<file path="config.mk">
export PLATFORM = sky130hd
export DESIGN_NAME = dac_spi_driver
export DESIGN_NICKNAME = d
export VERILOG_FILES = /design/src/rtl/dac_pkg.sv /design/src/rtl/sample_rate_divider.sv /design/src/rtl/dac_spi_driver.sv
export SDC_FILE = /design/constraint.sdc
export NUM_CORES = 1
export LEC_CHECK = 0
export CAP_MARGIN = 20
export CORE_MARGIN = 3
export CORE_UTILIZATION = 55
export DETAILED_ROUTE_END_ITERATION = 8
export PLACE_DENSITY = 0.81
export SETUP_SLACK_MARGIN = 0.2
export SKIP_LAST_GASP = 1
export SLEW_MARGIN = 20
export SYNTH_ARGS = -nofsm -noshare
export SYNTH_HDL_FRONTEND = slang
export SYNTH_SLANG_ARGS = --single-unit
</file>
<file path="constraint.sdc">
create_clock -name i_clock -period 3.1 [get_ports i_clock]
set_input_delay 0.93 -clock i_clock [delete_from_list [all_inputs] [get_ports i_clock]]
set_output_delay 0.93 -clock i_clock [all_outputs]
set_load 0.05 [all_outputs]
</file>
<file path="src/rtl/dac_pkg.sv">
// dac_pkg: shared definitions for the MCP4921-class DAC SPI driver.
//   state_t     - driver FSM states
//   *_BIT       - bit positions inside the 16-bit DAC command frame
//   build_frame - assembles a command frame from the config bits and a sample
package dac_pkg;

  typedef enum logic [2:0] {
    IDLE,
    EXEC,
    WAIT,
    CAPTURE,
    SHIFT,
    CS_HOLD,
    CS_GAP,
    LDAC
  } state_t;

  localparam int FRAME_BITS = 16;
  localparam int CHAN_BIT   = 15;
  localparam int BUF_BIT    = 14;
  localparam int GA_N_BIT   = 13;
  localparam int SHDN_N_BIT = 12;
  localparam int DATA_MSB   = 11;
  localparam int DATA_LSB   = 0;

  // Channel A is always used and the DAC is never shut down, so those bits
  // are fixed; only buffer/gain come from configuration.
  function automatic logic [FRAME_BITS-1:0] build_frame(
    input logic                   vref_buf,
    input logic                   gain_1x,
    input logic [DATA_MSB:DATA_LSB] sample
  );
    logic [FRAME_BITS-1:0] f;
    f                     = '0;
    f[CHAN_BIT]           = 1'b0;
    f[BUF_BIT]            = vref_buf;
    f[GA_N_BIT]           = gain_1x;
    f[SHDN_N_BIT]         = 1'b1;
    f[DATA_MSB:DATA_LSB]  = sample;
    return f;
  endfunction

endpackage

</file>
<file path="src/rtl/sample_rate_divider.sv">
// sample_rate_divider: free-running counter that marks the audio sample rate.
//   i_clock   - system clock
//   i_reset_n - synchronous active-low reset (counter returns to 0)
//   o_tick    - high for the one cycle in which the counter equals SAMPLE_DIV-1
module sample_rate_divider #(
  parameter int SAMPLE_DIV = 1024
) (
  input  logic i_clock,
  input  logic i_reset_n,
  output logic o_tick
);

  localparam int             CW   = (SAMPLE_DIV > 1) ? $clog2(SAMPLE_DIV) : 1;
  localparam logic [CW-1:0]  LAST = CW'(SAMPLE_DIV - 1);

  logic [CW-1:0] count;

  always_ff @(posedge i_clock) begin
    if (!i_reset_n) begin
      count <= '0;
    end else if (count == LAST) begin
      count <= '0;
    end else begin
      count <= count + 1'b1;
    end
  end

  assign o_tick = (count == LAST);

endmodule

</file>
<file path="src/rtl/dac_spi_driver.sv">
// dac_spi_driver: paces the mixer at the audio sample rate, captures its
// 12-bit result and shifts it to an MCP4921-class DAC, then pulses LDAC.
//   i_clock       - system clock
//   i_reset_n     - synchronous active-low reset; aborts any frame in flight
//   i_enable      - gates sample ticks (a frame already started completes)
//   i_sample      - mixer output, sampled only in CAPTURE
//   o_mix_execute - one-clock strobe to the mixer
//   o_dac_cs_n    - DAC chip select (active low)
//   o_dac_sck     - SPI clock, mode 0
//   o_dac_sdi     - SPI data, MSB first
//   o_dac_ldac_n  - DAC latch strobe (active low)
//   o_busy        - high from execute strobe until back in IDLE
//   o_overrun     - one-clock pulse when an enabled tick is dropped
module dac_spi_driver
  import dac_pkg::*;
#(
  parameter int   CLK_DIV     = 2,
  parameter int   SAMPLE_DIV  = 1024,
  parameter logic DAC_BUF     = 1'b0,
  parameter logic DAC_GAIN_1X = 1'b1
) (
  input  logic        i_clock,
  input  logic        i_reset_n,
  input  logic        i_enable,
  input  logic [11:0] i_sample,
  output logic        o_mix_execute,
  output logic        o_dac_cs_n,
  output logic        o_dac_sck,
  output logic        o_dac_sdi,
  output logic        o_dac_ldac_n,
  output logic        o_busy,
  output logic        o_overrun
);

  localparam int            HW        = (CLK_DIV > 1) ? $clog2(CLK_DIV) : 1;
  localparam logic [HW-1:0] HALF_LAST = HW'(CLK_DIV - 1);

  logic                  tick;
  state_t                state_q, state_d;
  logic [HW-1:0]         half_q, half_d;
  logic                  phase_q, phase_d;
  logic [3:0]            bit_q, bit_d;
  logic [FRAME_BITS-1:0] frame_q, frame_d;
  logic                  half_last;
  logic                  exec_d, cs_d, sck_d, sdi_d, ldac_d, busy_d, ovr_d;

  sample_rate_divider #(
    .SAMPLE_DIV(SAMPLE_DIV)
  ) u_divider (
    .i_clock  (i_clock),
    .i_reset_n(i_reset_n),
    .o_tick   (tick)
  );

  assign half_last = (half_q == HALF_LAST);

  // Next state plus next output values. Outputs are derived from the state
  // being entered so that the registered outputs line up with the state.
  always_comb begin
    state_d = state_q;
    half_d  = half_q;
    phase_d = phase_q;
    bit_d   = bit_q;
    frame_d = frame_q;

    case (state_q)
      IDLE: begin
        if (tick && i_enable) begin
          state_d = EXEC;
        end
      end
      EXEC:    state_d = WAIT;
      // Mixer result becomes valid after EXEC; sampling one cycle later.
      WAIT:    state_d = CAPTURE;
      CAPTURE: begin
        frame_d = build_frame(DAC_BUF, DAC_GAIN_1X, i_sample);
        state_d = SHIFT;
        half_d  = '0;
        phase_d = 1'b0;
        bit_d   = 4'd15;
      end
      // phase 0 = SCK low half, phase 1 = SCK high half of the current bit.
      SHIFT: begin
        if (half_last) begin
          half_d = '0;
          if (!phase_q) begin
            phase_d = 1'b1;
          end else if (bit_q == 4'd0) begin
            phase_d = 1'b0;
            state_d = CS_HOLD;
          end else begin
            phase_d = 1'b0;
            bit_d   = bit_q - 4'd1;
          end
        end else begin
          half_d = half_q + 1'b1;
        end
      end
      CS_HOLD: begin
        if (half_last) begin
          half_d  = '0;
          state_d = CS_GAP;
        end else begin
          half_d = half_q + 1'b1;
        end
      end
      CS_GAP: begin
        if (half_last) begin
          half_d  = '0;
          state_d = LDAC;
        end else begin
          half_d = half_q + 1'b1;
        end
      end
      LDAC: begin
        if (half_last) begin
          half_d  = '0;
          state_d = IDLE;
        end else begin
          half_d = half_q + 1'b1;
        end
      end
      default: state_d = IDLE;
    endcase

    exec_d = (state_d == EXEC);
    cs_d   = !((state_d == SHIFT) || (state_d == CS_HOLD));
    sck_d  = (state_d == SHIFT) && phase_d;
    ldac_d = (state_d != LDAC);
    busy_d = (state_d != IDLE);

    // SDI changes only when a new bit starts (SCK falling); it holds its
    // last value through the tail of the frame and clears in IDLE.
    sdi_d = o_dac_sdi;
    if (state_d == IDLE) begin
      sdi_d = 1'b0;
    end else if (state_d == SHIFT) begin
      sdi_d = frame_d[bit_d];
    end

    ovr_d = tick && i_enable && (state_q != IDLE);
  end

  always_ff @(posedge i_clock) begin
    if (!i_reset_n) begin
      state_q       <= IDLE;
      half_q        <= '0;
      phase_q       <= 1'b0;
      bit_q         <= 4'd0;
      frame_q       <= '0;
      o_mix_execute <= 1'b0;
      o_dac_cs_n    <= 1'b1;
      o_dac_sck     <= 1'b0;
      o_dac_sdi     <= 1'b0;
      o_dac_ldac_n  <= 1'b1;
      o_busy        <= 1'b0;
      o_overrun     <= 1'b0;
    end else begin
      state_q       <= state_d;
      half_q        <= half_d;
      phase_q       <= phase_d;
      bit_q         <= bit_d;
      frame_q       <= frame_d;
      o_mix_execute <= exec_d;
      o_dac_cs_n    <= cs_d;
      o_dac_sck     <= sck_d;
      o_dac_sdi     <= sdi_d;
      o_dac_ldac_n  <= ldac_d;
      o_busy        <= busy_d;
      o_overrun     <= ovr_d;
    end
  end

endmodule
</file>
# [Yosys cells after proc, flatten, opt, wreduce, memory -nomap -nowiden]
# Index checks and enable logic that the tools add are counted.
[word_totals] reg_bits=42 in_bits=15 out_inout_bits=7 wordCells=64
[classes] addsub=3 magnitude_cmp=1 n_eq_ne=12 muxes=20 n_bitwise=1 reduce_logical=14
[ops] operator="case mux 3 bit (8 select lines)" n=1
[ops] operator="two-way mux 3 bit" n=7
[ops] operator="equality test 3 bit, second input constant" n=6
[ops] operator="two-way mux 16 bit" n=1
[ops] operator="two-way mux 4 bit" n=3
[ops] operator="adder 10 x 1 -> 10 bit, second input constant" n=1
[ops] operator="equality test 10 bit, second input constant" n=1
[ops] operator="case mux 4 bit (2 select lines)" n=1
[ops] operator="equality test 3 x 1 -> 1 bit, second input constant" n=2
[ops] operator="equality test 3 x 2 -> 1 bit, second input constant" n=2
[ops] operator="zero test 3 bit" n=2
[ops] operator="nonzero test 3 bit" n=2
[ops] operator="less-than comparator 4 x 5 -> 1 bit, second input constant" n=1
[ops] operator="binary-select mux 1 bit (select 4 bit)" n=1
[ops] operator="zero test 4 bit" n=1
[ops] operator="two-way mux 1 bit" n=4
[ops] operator="case mux 1 bit (2 select lines)" n=2
[ops] operator="OR reduction 2 bit" n=2
[ops] operator="OR reduction 4 bit" n=1
[ops] operator="subtractor 4 x 1 -> 4 bit, second input constant" n=1
[ops] operator="logical AND 1 bit" n=3
[ops] operator="inequality test 3 bit, second input constant" n=1
[ops] operator="nonzero test 2 bit" n=1
[ops] operator="adder 1 bit, second input constant" n=1
[ops] operator="3 further kinds" n=3

# [Depth between registers and ports, before layout]
[depth] depth_word=8 mapped_depth=9

# [By module]
# From an unflattened synthesis, not the netlist that was laid out.
[hier_totals] hier_cells=262 hier_area_um2=2087.0
[modules_own_cells] module="dac_spi_driver" n_inst=1 cells_each=209 area_per_inst_um2=1629.1 seq_area_each_um2=640.6
[modules_own_cells] module="sample_rate_divider" n_inst=1 cells_each=53 area_per_inst_um2=457.9 seq_area_each_um2=200.2

# [Worst setup path before layout]
# No wires, ideal clock.
[synth_timing] path_type="register to register" startpoint="register bit_q[0]" endpoint="register o_dac_sdi" setup_time_ps=87 t_arrival_ps=2324 required_time_ps=3013 slack_ps=689 path_stages_with_launch=10 path_cell_list="dfxtp_1 inv_1 ha_1 nor3b_2 or4_2 buf_6 nand3_1 and4_1 or4_1 o31ai_1"
[synth_via] elab_chain_len=7 elab_cells_between_ends=15
[synth_lines] element="start, declared" line_no="dac_spi_driver.sv:42" text="logic [3:0] bit_q, bit_d;"
[synth_lines] element="start signal, assigned" line_no="dac_spi_driver.sv:162" text="bit_q <= bit_d;"
[synth_lines] element="subtractor 4 x 1 -> 4 bit / zero test 4 bit (equally long branches)" line_no="dac_spi_driver.sv:93, dac_spi_driver.sv:88"
[synth_lines] element="two-way mux 4 bit / two-way mux 3 bit (equally long branches)" line_no="dac_spi_driver.sv:88" text="end else if (bit_q == 4'd0) begin"
[synth_lines] element="two-way mux 4 bit / two-way mux 3 bit (equally long branches)" line_no="dac_spi_driver.sv:86" text="if (!phase_q) begin"
[synth_lines] element="two-way mux 4 bit / two-way mux 3 bit (equally long branches)" line_no="dac_spi_driver.sv:84" text="if (half_last) begin"
[synth_lines] element="case mux 4 bit (2 select lines) / case mux 3 bit (8 select lines) (equally long branches)" line_no="dac_spi_driver.sv:66" text="case (state_q)"
[synth_lines] element="binary-select mux 1 bit (select 4 bit) / zero test 3 bit (equally long branches)" line_no="dac_spi_driver.sv:138, dac_spi_driver.sv:135"
[synth_lines] element="two-way mux 1 bit (implied by the code) / OR reduction 2 bit (equally long branches)"
[synth_lines] element="end signal, assigned" line_no="dac_spi_driver.sv:167" text="o_dac_sdi <= sdi_d;"
[synth_lines] element="end, declared" line_no="dac_spi_driver.sv:29" text="output logic o_dac_sdi,"
# Several ways; a longest one is shown, not always the timed one. The select of a mux whose other input is x is not followed.
# A chain may end at the register's enable or synchronous reset.

# [Worst setup path in the final report]
# Ends and elaborated chain as after synthesis.

==> reports/metrics.cfg <==
[clocking]
cts_htree_levels=2
cts_tree=yes
cts_made_buffers=5
cts.sinks=42
cts.root.buffer_cell=clkbuf_4
clk_pin_slew_ns=0.12
hold_buffers=0
clk_latency_ns=0.36
ctsLongestPathBuffers=2
cts_resized=0
post_cts_buffers=0

[setup_path]
cp_slowest_cell=nor3b_2
endpoint_kind=flip-flop
crit_buf_inv=1
worstPathRequired_ns=3.39
cp_slowest_stage_delay_ns=0.53
critPathLaunchType=flip-flop
crit_family=simple AND/OR/NAND/NOR gates
crit_type=reg -> reg
critPathMaxFanout=8
path_cells=inv_1 > ha_1 > nor3b_2 > o31a_1 > o21ai_1 > and4_1 > or4_1 > o31ai_1
arrival_ns=2.91

[synth]
synth.ff_latch_count=42
synth-seq-area-share=0.422
syn_nets=256
synth_top_cell_by_area=dfxtp_1
synth.distinct_cells=47
synth_edf_count=0
yosys_warnings=0
ys_async_sr_fraction=0
syn_area_sq_um=1990
synth_cells=239
synth.avg_cell_area_sq_um=8.33
synth.top_cell.area_share=0.422
synth_flop_cell=dfxtp_1
ys_top_cells_by_area=dfxtp_1 42%, nand2_1 7.0%, a21oi_1 5.8%

[floorplanning]
die_h_um=66.2
fp-row-count=21
pin_count=22
die_area_sq_um=4380
die_w_um=66.2
start_util=0.583
core_area_sq_um=3420

[sta]
fmaxAchievable_ghz=0.380
tightest_slew_ns=0.608
fin_crit_ns=2.63
hold_viol_final=0
slew_headroom=0.592
setup-violations-final=0
rsz0062_at_grt=false
period_share=0.848
setup-tns-final_ns=0
slew_violations=0
finClkSkew_ns=0.00731
layout_setup_ws_ns=0.471

[drt]
dr_wl_met2_um=1780
drc_errors=0
highest_layer=met4
viasPerCell=5.53
detail_route.first_pass.iterations=4
drt-initial-drc-count=110
route.detailed.wl_per_inst_um=13.0
ant_nets=0
wl_met3_um=223
vias=1677
wl_met1_um=1860
totalWireLength_um=3930

[pwr]
pwr_density_cell_nw_per_um2=416
power.leakage_nw=0.773
worst_ir_drop_vdd_uv=263

[grt]
grt_overflow=0
grtUsageTotal=0.200
grt_pass1_wl_um=6610
grt_pass1_vias=1492
grt_max_degree=28
antenna_found_initial=0

[cells_and_area]
fin_cells=303
layout.nets=274
syn_to_final_growth_pct=13.6
antenna-diode-count=0
drive_above_1_share=0.0817

[placement]
dp_hpwl_um=2740
numPortBuffers=21
gp_congestion=0.916
dp.cells=296
place_ws_ns=0.474

[outcome]
outcome=complete, no violations

[flow_run]
max-cap-violations=0

[hold_path]
hold_class=reg -> reg

power by group:
| part | internal (mW) | total [mW] | switching [mW] |
|---|---|---|---|
| clock | 0.188 | 0.363 | 0.175 |
| combinational | 0.0199 | 0.0327 | 0.0128 |
| sequential | 0.543 | 0.546 | 0.00343 |
| total | 0.751 | 0.942 | 0.191 |
tightest hold or removal path, delay by kind of cell, from the launching register on:
| family | cells | cell delay (ns) |
|---|---|---|
| AOI/OAI and AO/OA | 1 | 0.05 |
| DFF | 1 | 0.33 |
| and+or+nand+nor | 1 | 0.05 |
Yosys cell counts (2+ instances only):
| master | instances |
|---|---|
| dfxtp_1 | 42 |
| o31ai_1 | 3 |
| nand4_1 | 4 |
| inv_1 | 4 |
| a21oi_1 | 23 |
| o21a_1 | 2 |
| mux2i_1 | 2 |
| and4_1 | 4 |
| nor2_1 | 23 |
| clkbuf_1 | 5 |
| nand2_1 | 37 |
| ha_1 | 2 |
| xnor2_1 | 4 |
| or3_1 | 2 |
| xor2_1 | 5 |
| buf_6 | 6 |
| o21ai_0 | 11 |
| buf_4 | 2 |
| nand3_1 | 20 |
| nor4_1 | 2 |
| a31oi_1 | 5 |
| and3_1 | 5 |
| nor3_1 | 2 |
path summary, 6_finish.rpt:
kind	to	slack [ns]	cells after the start	start
worst min register to register	frame_q[9]	0.46	2	frame_q[9]
worst max-delay path	o_dac_sdi	0.47	8	bit_q[0]
worst max register to register	o_dac_sdi	0.47	8	bit_q[0]
worst min-delay path	frame_q[9]	0.46	2	frame_q[9]
cells by family after synthesis:
group                      synth area share
muxes                                0.0101
AOI/OAI and AO/OA                     0.164
buffers and inverters                0.0603
xor gates and xnor gates             0.0396
adders and majority gates            0.0126
DFF                                   0.422
and+or+nand+nor                       0.291
layer usage:
| layer | vias to the layer above | global-route usage |
|---|---|---|
| li1 | 884 | - |
| met1 | 755 | 0.252 |
| met2 | 31 | 0.318 |
| met3 | 7 | 0.0612 |
| met4 | 0 | 0.0787 |
| met5 | - | 0 |
flip-flops by register name, summed over array words and instances, names as in the netlist, 3 cells and up:
signal           flops
state_q              3
frame_q             16
u_divider.count     10
bit_q                4
per-stage QoR:
stage / hold WS, ns / instance area (sq um) / utilization / power [mW]
2_1_floorplan: 0.426 / 1990 / - / 0.568
3_3_place_gp: 0.444 / 2180 / 0.638 / 0.590
3_5_place_dp: 0.447 / 2180 / 0.638 / 0.591
4_1_cts: 0.465 / 2260 / 0.662 / 0.948
5_1_grt: 0.477 / 2260 / 0.662 / 0.974
6_report: 0.465 / 2260 / 0.662 / 0.942
cell usage in the layout (no fill, tap or decap), types with 5 or more instances in the layout:
| master | instances |
|---|---|
| nand3_1 | 20 |
| xor2_1 | 5 |
| dfxtp_1 | 42 |
| a31oi_1 | 5 |
| clkdlybuf4s50_1 | 21 |
| o21ai_0 | 11 |
| a21oi_1 | 23 |
| nor2_1 | 23 |
| clkbuf_4 | 5 |
| and3_1 | 5 |
| nand2_1 | 37 |
layout make-up:
cell class	count	area (sq um)
well taps	46	57.6
clock inverters	1	30.0
inverters	5	18.8
fillers	298	1150
clock buffers	6	51.3
flip-flops and latches	42	841
multi-input cells	179	1030
repair buffers	24	233
(Power assumes the default switching activity.)
